### src/rtl/cpu_pkg.sv
// Shared types for the memory stage: memory-op encoding, pipeline register layouts
// and small decode helpers used by the LSU and its load extender.
package cpu_pkg;

    typedef enum logic [3:0] {
        MOP_NONE = 4'd0,
        MOP_LW   = 4'd1,
        MOP_LH   = 4'd2,
        MOP_LHU  = 4'd3,
        MOP_LB   = 4'd4,
        MOP_LBU  = 4'd5,
        MOP_SW   = 4'd6,
        MOP_SH   = 4'd7,
        MOP_SB   = 4'd8
    } mop_e;

    localparam logic [31:0] RESET_PC = 32'h0000_3000;

    typedef struct packed {
        logic        valid;
        logic [31:0] pc;
        mop_e        mop;
        logic [31:0] addr;
        logic [31:0] sdata;
        logic [4:0]  rd;
        logic        we;
    } ex_mem_t;

    typedef struct packed {
        logic        valid;
        logic [31:0] pc;
        mop_e        mop;
        logic [1:0]  off;
        logic [31:0] data;
        logic [4:0]  rd;
        logic        we;
    } mem_wb_t;

    function automatic logic is_load(input mop_e mop);
        return (mop >= MOP_LW) && (mop <= MOP_LBU);
    endfunction

    function automatic logic is_store(input mop_e mop);
        return (mop >= MOP_SW) && (mop <= MOP_SB);
    endfunction

    // Word ops need a 4-byte aligned address, half ops a 2-byte aligned one.
    function automatic logic is_misaligned(input mop_e mop, input logic [1:0] off);
        logic mis;
        mis = 1'b0;
        case (mop)
            MOP_LW, MOP_SW:          mis = (off != 2'b00);
            MOP_LH, MOP_LHU, MOP_SH: mis = off[0];
            default:                 mis = 1'b0;
        endcase
        return mis;
    endfunction

endpackage

### src/rtl/load_ext.sv
// Load extender: picks the addressed byte/half out of a read word and sign- or
// zero-extends it; non-byte/half ops pass the word through unchanged.
module load_ext (
    input  logic [31:0] word,
    input  logic [1:0]  off,
    input  logic [3:0]  mop,
    output logic [31:0] data
);
    import cpu_pkg::*;

    logic [15:0] half_sel;
    logic [7:0]  byte_sel;

    assign half_sel = off[1] ? word[31:16] : word[15:0];
    assign byte_sel = word[{off, 3'b000} +: 8];

    always_comb begin
        data = word;
        case (mop_e'(mop))
            MOP_LH:  data = {{16{half_sel[15]}}, half_sel};
            MOP_LHU: data = {16'h0000, half_sel};
            MOP_LB:  data = {{24{byte_sel[7]}}, byte_sel};
            MOP_LBU: data = {24'h000000, byte_sel};
            default: data = word;
        endcase
    end

endmodule

### src/rtl/mem_stage_lsu.sv
// MEM stage of the CPU: EX/MEM and MEM/WB registers, data-bus master for loads and
// stores, alignment checking, MEM-stage forwarding and the GRF writeback port.
module mem_stage_lsu #(
    parameter logic [31:0] RESET_PC = cpu_pkg::RESET_PC
) (
    input  logic        clk,
    input  logic        reset,
    input  logic        ex_valid,
    input  logic [31:0] ex_pc,
    input  logic [3:0]  ex_mop,
    input  logic [31:0] ex_addr,
    input  logic [31:0] ex_sdata,
    input  logic [4:0]  ex_rd,
    input  logic        ex_we,
    input  logic        hold,
    input  logic        flush,
    output logic [31:0] m_data_addr,
    output logic [31:0] m_data_wdata,
    output logic [3:0]  m_data_byteen,
    output logic [31:0] m_inst_addr,
    input  logic [31:0] m_data_rdata,
    output logic        fwd_valid,
    output logic [4:0]  fwd_rd,
    output logic [31:0] fwd_data,
    output logic        align_err,
    output logic [31:0] err_pc,
    output logic        w_grf_we,
    output logic [4:0]  w_grf_addr,
    output logic [31:0] w_grf_wdata,
    output logic [31:0] w_inst_addr
);
    import cpu_pkg::*;

    ex_mem_t     mem_q, mem_d;
    mem_wb_t     wb_q, wb_d;
    logic        align_err_q, align_err_d;
    logic [31:0] err_pc_q, err_pc_d;

    logic        advance;
    logic        misaligned;
    logic [3:0]  lane_be;
    logic [31:0] lane_wdata;
    logic [31:0] ext_data;

    assign advance    = ~hold;
    assign misaligned = mem_q.valid & is_misaligned(mem_q.mop, mem_q.addr[1:0]);

    always_comb begin
        mem_d = mem_q;
        if (advance) begin
            if (flush) begin
                mem_d.valid = 1'b0;
                mem_d.pc    = ex_pc;
                mem_d.mop   = MOP_NONE;
                mem_d.addr  = 32'h0;
                mem_d.sdata = 32'h0;
                mem_d.rd    = 5'd0;
                mem_d.we    = 1'b0;
            end else begin
                mem_d.valid = ex_valid;
                mem_d.pc    = ex_pc;
                mem_d.mop   = mop_e'(ex_mop);
                mem_d.addr  = ex_addr;
                mem_d.sdata = ex_sdata;
                mem_d.rd    = ex_rd;
                mem_d.we    = ex_we;
            end
        end
    end

    // A held MEM stage still lets WB drain, so WB sees a bubble each held cycle.
    always_comb begin
        wb_d.valid = 1'b0;
        wb_d.pc    = RESET_PC;
        wb_d.mop   = MOP_NONE;
        wb_d.off   = 2'b00;
        wb_d.data  = 32'h0;
        wb_d.rd    = 5'd0;
        wb_d.we    = 1'b0;
        if (advance) begin
            wb_d.valid = mem_q.valid;
            wb_d.pc    = mem_q.pc;
            wb_d.mop   = mem_q.mop;
            wb_d.off   = mem_q.addr[1:0];
            wb_d.data  = is_load(mem_q.mop) ? m_data_rdata : mem_q.addr;
            wb_d.rd    = mem_q.rd;
            wb_d.we    = mem_q.we & ~misaligned;
        end
    end

    always_comb begin
        align_err_d = advance & misaligned;
        err_pc_d    = (advance & misaligned) ? mem_q.pc : err_pc_q;
    end

    always_comb begin
        lane_be    = 4'b0000;
        lane_wdata = mem_q.sdata;
        case (mem_q.mop)
            MOP_SW: begin
                lane_be    = 4'b1111;
                lane_wdata = mem_q.sdata;
            end
            MOP_SH: begin
                lane_be    = mem_q.addr[1] ? 4'b1100 : 4'b0011;
                lane_wdata = {2{mem_q.sdata[15:0]}};
            end
            MOP_SB: begin
                lane_be    = 4'b0001 << mem_q.addr[1:0];
                lane_wdata = {4{mem_q.sdata[7:0]}};
            end
            default: begin
                lane_be    = 4'b0000;
                lane_wdata = mem_q.sdata;
            end
        endcase
    end

    // Gating on hold means a stalled store hits memory only on the edge it leaves MEM.
    assign m_data_byteen = (mem_q.valid & ~misaligned & ~hold) ? lane_be : 4'b0000;
    assign m_data_addr   = mem_q.addr;
    assign m_data_wdata  = lane_wdata;
    assign m_inst_addr   = mem_q.pc;

    assign fwd_valid = mem_q.valid & mem_q.we & (mem_q.rd != 5'd0) & ~is_load(mem_q.mop);
    assign fwd_rd    = mem_q.rd;
    assign fwd_data  = mem_q.addr;

    load_ext u_load_ext (
        .word (wb_q.data),
        .off  (wb_q.off),
        .mop  (wb_q.mop),
        .data (ext_data)
    );

    assign w_grf_we    = wb_q.valid & wb_q.we & (wb_q.rd != 5'd0);
    assign w_grf_addr  = wb_q.rd;
    assign w_grf_wdata = ext_data;
    assign w_inst_addr = wb_q.pc;

    assign align_err = align_err_q;
    assign err_pc    = err_pc_q;

    always_ff @(posedge clk) begin
        if (reset) begin
            mem_q.valid <= 1'b0;
            mem_q.pc    <= RESET_PC;
            mem_q.mop   <= MOP_NONE;
            mem_q.addr  <= 32'h0;
            mem_q.sdata <= 32'h0;
            mem_q.rd    <= 5'd0;
            mem_q.we    <= 1'b0;
            wb_q.valid  <= 1'b0;
            wb_q.pc     <= RESET_PC;
            wb_q.mop    <= MOP_NONE;
            wb_q.off    <= 2'b00;
            wb_q.data   <= 32'h0;
            wb_q.rd     <= 5'd0;
            wb_q.we     <= 1'b0;
            align_err_q <= 1'b0;
            err_pc_q    <= 32'h0;
        end else begin
            mem_q       <= mem_d;
            wb_q        <= wb_d;
            align_err_q <= align_err_d;
            err_pc_q    <= err_pc_d;
        end
    end

endmodule

### config.mk
export PLATFORM = sky130hd
export DESIGN_NAME = mem_stage_lsu
export DESIGN_NICKNAME = d
export VERILOG_FILES = /design/src/rtl/cpu_pkg.sv /design/src/rtl/load_ext.sv /design/src/rtl/mem_stage_lsu.sv
export SDC_FILE = /design/constraint.sdc
export NUM_CORES = 1
export LEC_CHECK = 0
export ABC_AREA = 0
export CAP_MARGIN = 15
export CORE_AREA = 2 2 183 185
export CTS_CLUSTER_DIAMETER = 100
export DETAILED_ROUTE_END_ITERATION = 8
export DIE_AREA = 0 0 185 187
export GPL_TIMING_DRIVEN = 1
export PLACE_DENSITY = 0.69
export SLEW_MARGIN = 20
export SYNTH_ARGS = -nofsm -noshare
export SYNTH_HDL_FRONTEND = slang
export SYNTH_SLANG_ARGS = --single-unit
### constraint.sdc
create_clock -name clk -period 2.35 [get_ports clk]
set_input_delay 0.5875 -clock clk [delete_from_list [all_inputs] [get_ports clk]]
set_output_delay 0.5875 -clock clk [all_outputs]
set_load 0.02 [all_outputs]
# [Yosys cells after proc, flatten, opt, wreduce, memory -nomap -nowiden]
# Cells that the tools add are included.
[word_totals] regBits=217
[op_classes] n_reduce_logical=7 n_mux=9 order_cmp=2 bitwise_logic=13 eq_ne=10 shift=2
[op_table] op="$pmux W32 S4" n=1
[op_table] op="$mux W107" n=1
[op_table] op="$pmux W32 S2" n=1
[op_table] op="$mux W32" n=1
[op_table] op="$shiftx A32 B6 Y8" n=1
[op_table] op="$eq A4 B2 Y1 const B" n=4
[op_table] op="$eq A4 B3 Y1 const B" n=4
[op_table] op="$mux W16" n=1
[op_table] op="$pmux W4 S3" n=1
[op_table] op="$and A1 B1 Y1" n=10
[op_table] op="$reduce_bool A5 Y1" n=2
[op_table] op="$mux W4" n=2
[op_table] op="$eq A4 B1 Y1 const B" n=1
[op_table] op="$eq A4 B4 Y1 const B" n=1
[op_table] op="$ge A4 B1 Y1 const B" n=1
[op_table] op="$le A4 B3 Y1 const B" n=1
[op_table] op="$reduce_or A2 Y1" n=2
[op_table] op="$shl A1 B2 Y4 const A" n=1
[op_table] op="$not A1 Y1" n=3
[op_table] op="$reduce_or A3 Y1" n=1
[op_table] op="$pmux W1 S2" n=1
[op_table] op="$reduce_bool A2 Y1" n=1
[op_table] op="$logic_and A1 B1 Y1" n=1

# [Longest topological paths before layout]
[depth] word_depth=8 mapped_depth=6 depth_no_buf=4

# [Cells and area by module]
# From an unflattened synthesis, not the netlist that was laid out.
[hier_totals] cells_unflattened=1069 hier_area_um2=9753.1
[modules_own_cells] mod="mem_stage_lsu" cells_per_inst=958 area_each_um2=8967.4 instances=1
[modules_own_cells] mod="load_ext" cells_per_inst=111 area_each_um2=785.8 instances=1

# [Worst setup path before layout]
# No wires, ideal clock.
[synth_timing] path_type="register -> output" startpoint="register mem_q[71] in the netlist's numbering" endpoint="output port m_data_byteen[1]" stages_incl_launch_ff=7 arrival_time_ns=1.734 setup_slack_ns=0.028 required_ns=1.762 path_cell_list="dfxtp_1 > buf_2 > nor3_2 > and2_1 > buf_2 > nand3_1 > a211oi_1"
[synth_between] elab_chain_cells=8
[synth_rtl] element="from (decl)" line_no="mem_stage_lsu.sv:34" source="ex_mem_t mem_q, mem_d;"
[synth_rtl] element="from (signal assigned)" line_no="mem_stage_lsu.sv:163" source="mem_q <= mem_d;"
[synth_rtl] element="$eq A4 B3 Y1, or another cell as far along" line_no="cpu_pkg.sv:51, mem_stage_lsu.sv:99"
[synth_rtl] element="$reduce_or A3 Y1 or $reduce_or A2 Y1 (tied branches)" line_no="cpu_pkg.sv:51" source="case (mop)"
[synth_rtl] element="$pmux W1 S2" line_no="cpu_pkg.sv:51"
[synth_rtl] element="$and A1 B1 Y1" line_no="mem_stage_lsu.sv:46" source="assign misaligned = mem_q.valid & is_misaligned(mem_q.mop, mem_q.addr[1:0]);"
[synth_rtl] element="$not A1 Y1" line_no="mem_stage_lsu.sv:120" source="assign m_data_byteen = (mem_q.valid & ~misaligned & ~hold) ? lane_be : 4'b0000;"
[synth_rtl] element="$and A1 B1 Y1 (2 in a row)" line_no="mem_stage_lsu.sv:120"
[synth_rtl] element="$mux W4 *" line_no="mem_stage_lsu.sv:120"
[synth_rtl] element="to (decl)" line_no="mem_stage_lsu.sv:19" source="output logic [3:0] m_data_byteen,"
# Every way passes the cells marked *; elsewhere a longest branch is shown, timed or not.

# [Worst setup path in the final report]
[layout_timing] startpoint="register mem_q[71] in the netlist's numbering" endpoint="output port m_data_wdata[28]"
[layout_between] elab_chain_cells=2
[layout_rtl] element="$eq A4 B4 Y1 or $eq A4 B3 Y1 (tied branches)" line_no="mem_stage_lsu.sv:99" source="case (mem_q.mop)"
[layout_rtl] element="$pmux W32 S2 *" line_no="mem_stage_lsu.sv:99"
[layout_rtl] element="to (decl)" line_no="mem_stage_lsu.sv:18" source="output logic [31:0] m_data_wdata,"
# Marks and branches as above.

==> metrics <==
status complete, but fails checks; violated checks negative setup slack; grt total ovfl 0; Most common cell on crit path buf_4; maximum VDD drop around 0.53 mV; die width 185 µm; worst r2r src mem_q[71]; Die ar. 0.03460 mm²; Setup CP Type reg -> out; most common cell after layout, fill and taps aside clkdlybuf4s50_1; routed via count about 8.3k; vias in the first global route 8319; Worst Hold Path Cells 3; Netlist cell types 41; Row Count 67; Final min period 2.652 ns; Max clock buf depth 3; commonest cells after routing, fill and taps aside clkdlybuf4s50_1 (319), dfxtp_1 (209), nor2_1 (118), nand2_1 (92), a22oi_1 (76); Setup WS post-layout -0.3022 ns; first-pass GRT wire length 47810 µm; WHS Endpoint wb_q[42]; DRC errors left 0; share of the synthesized area in the top cell type 45.16%; Avg WL per Cell roughly 18 µm; crit path DAT ~2 ns; Reg2Reg Depth 9; Total GRT Usage between 10% and 20%; Metal-1 WL between 10000 and 15000 µm; post-synthesis cell area 0.009619 mm²; placed cell areas 0.01313 mm²; Mean Syn Cell Area 8.965 µm²; CTS Buf Count 25; sequential element share of the synthesized area a little under half; Bufs and invs on worst path 4; Setup Skew 0.02806 ns; R2R Setup Slk 0.28 ns; DR pass1 iterations 5; register bit total from synthesis around 220; DR vias/cell roughly 4.6; CP Depth 8; Worst-path clk slew ~0.07 ns; Final setup viols 61; Slew Limit Fails 0; footprint of the multi-input gates 0.004309 mm²; Reg area around 0.0044 mm²; top post-synthesis cells by area dfxtp_1 (45%), buf_4 (11%), mux2i_1 (7.4%), a22oi_1 (6.5%), nand2_1 (4.8%); Yosys warning count 0; CP Cell Sequence and3b_2, a22oi_2, buf_4, clkbuf_16, buf_4, nand2_4, nand2_2, buf_6; met3 wire length ~2000 µm; initial antenna violation count 1; Port Buffers 383; Worst path max stage delay about 0.37 ns; f_max roughly 380 MHz; Hold Crit Start reset; worst-margin pin slew slightly above 0.7 ns; crit path launch type flip-flop; clock sink count around 220; dpl ws -0.2360 ns; fraction of layout instances using a drive strength above 1 between 20% and 30%; Top Metal Used met5; io pins 384; CP Max Fanout 7; Net Count, Synth roughly 1.2k; antenna viol nets, final 0; Routed WL approximately 32000 µm; number of DRC markers in iteration 0 between 300 and 400; Fill cells 3132; CP top delay family buffers and inverters; hold crit path type in -> reg; Synth-to-Final Area Change 53.82%; MaxCap Viol Count 0; core area around 0.033 mm²; Clock Latency Late Sink ~0.54 ns; Synth Instances ~1.1k; wire length on met2 16000 µm; worst r2r dst err_pc[9]; dpl hpwl ~22000 µm; Tcrit/Tclk final 112.9%; RePlAce Congestion about 0.86; antenna diode count 0; CP max stage cell dfxtp_4; Die Height between 150 and 200 µm; largest net degree at the start of global routing roughly 120; H-tree levels 1; Synth area leader dfxtp_1; Worst setup EP type output pin; CTS tree yes; Hold Vio Cnt, Final 0; pwr/cell area around 620 mW/mm²; Hold WS between 0.4 and 0.5 ns; Nets about 1.5k; Max-Slew Margin vs Limit about half; design area 0.01480 mm²; Lkg Pwr roughly 5.7 nW; CTS root buf clkbuf_16; RSZ-0062 raised after global routing true; CP Data Required Time 1.76 ns; Starting Density between 20% and 30%
[worst max path at each step]
stage / start / to / slack [ns]
6_report: mem_q[71] / m_data_wdata[28] / -0.30
2_1_floorplan: mem_q[71] / m_data_byteen[1] / 0.03
3_5_place_dp: hold / m_data_byteen[1] / -0.24
5_1_grt: mem_q[71] / m_data_wdata[30] / -0.39
3_3_place_gp: hold / m_data_byteen[0] / -0.27
4_1_cts: mem_q[71] / m_data_wdata[31] / -0.33
[worst register-to-register path, delay by kind of cell, from the launching register on]
| kind | cells | cell delay, ns |
|---|---|---|
| buf+inv | 5 | 0.75 |
| flops | 1 | 0.38 |
| compound gates | 2 | 0.34 |
| mux | 1 | 0.26 |
| simple gates | 1 | 0.24 |
[cells by family after synthesis]
kind of cell           share of synthesized area (%)
and+or+nand+nor                                18.67
buffers and inverters                          14.66
DFF                                            45.16
AOI/OAI and AO/OA                              12.02
muxes                                          9.495
[report_power, final]
part,internal (mW),switching (mW)
Combinational,0.666,0.585
Sequential,3.79,0.117
Clock,2.43,1.57
[through the flow]
stage	std cells	utilization (%)	setup TNS, ns	power (mW)
after floorplan	1073	-	0	4.613
after global placement	1743	39.96	-6.661	5.151
after detailed placement	1743	39.96	-7.503	5.168
after CTS	1808	43.74	-13.36	9.231
after global routing	1824	45.03	-17.99	9.503
final	1824	45.03	-13.32	9.162
[repair_timing]
| action | in CTS | in global routing |
|---|---|---|
| setup buffers | 18 | 16 |
| hold buffers | 0 | 0 |
| pin swaps | 15 | 20 |
| endpoints found under the setup margin | 64 | 61 |
| gates cloned | 2 | 1 |
| gates resized for setup | 406 | 86 |
[cell usage after synthesis]
cell,instances
and2_1,39
nor3_2,1
nor3_1,4
nand2_1,122
nand3b_1,1
a21o_1,2
a211o_1,3
buf_1,7
buf_2,11
o21ai_0,3
buf_4,146
o311a_1,1
a211oi_1,3
mux4_2,1
nor2b_1,12
a211oi_4,1
dfxtp_1,217
and3b_1,1
clkbuf_1,48
o211ai_1,8
nor3b_1,2
nand3_1,3
or2_2,1
and4b_1,1
a22oi_1,83
a22oi_2,1
o41a_2,1
o21ai_1,1
or3_1,3
a21oi_1,46
a31oi_1,3
o21bai_1,1
o21a_1,1
mux2_2,16
a221o_1,7
inv_1,5
mux2i_1,71
nor2_1,122
nand3b_2,1
nand2b_1,70
buf_6,3
[state kept, by name, summed over array words and instances, names as in the netlist]
name	cells
wb_q	40
mem_q	38
err_pc	32
fwd_data	32
m_inst_addr	32
w_inst_addr	32
fwd_rd	5
w_grf_addr	5
align_err	1
[final cells by class]
class                      instances  area share (%)
inverter                           5          0.1268
timing repair buffer             472           31.72
sequential                       217           29.49
multi-input combinational        637           29.12
clock buffer                      38           5.099
tap                              448           3.788
clock inverter                     7          0.6511
[metal layers]
| metal | global-route usage, % | vias up |
|---|---|---|
| li1 | - | 4013 |
| met1 | 21.15 | 3980 |
| met2 | 30.99 | 291 |
| met3 | 3.349 | 60 |
| met4 | 5.556 | 2 |
| met5 | 0 | - |
(Power assumes the default switching activity.)
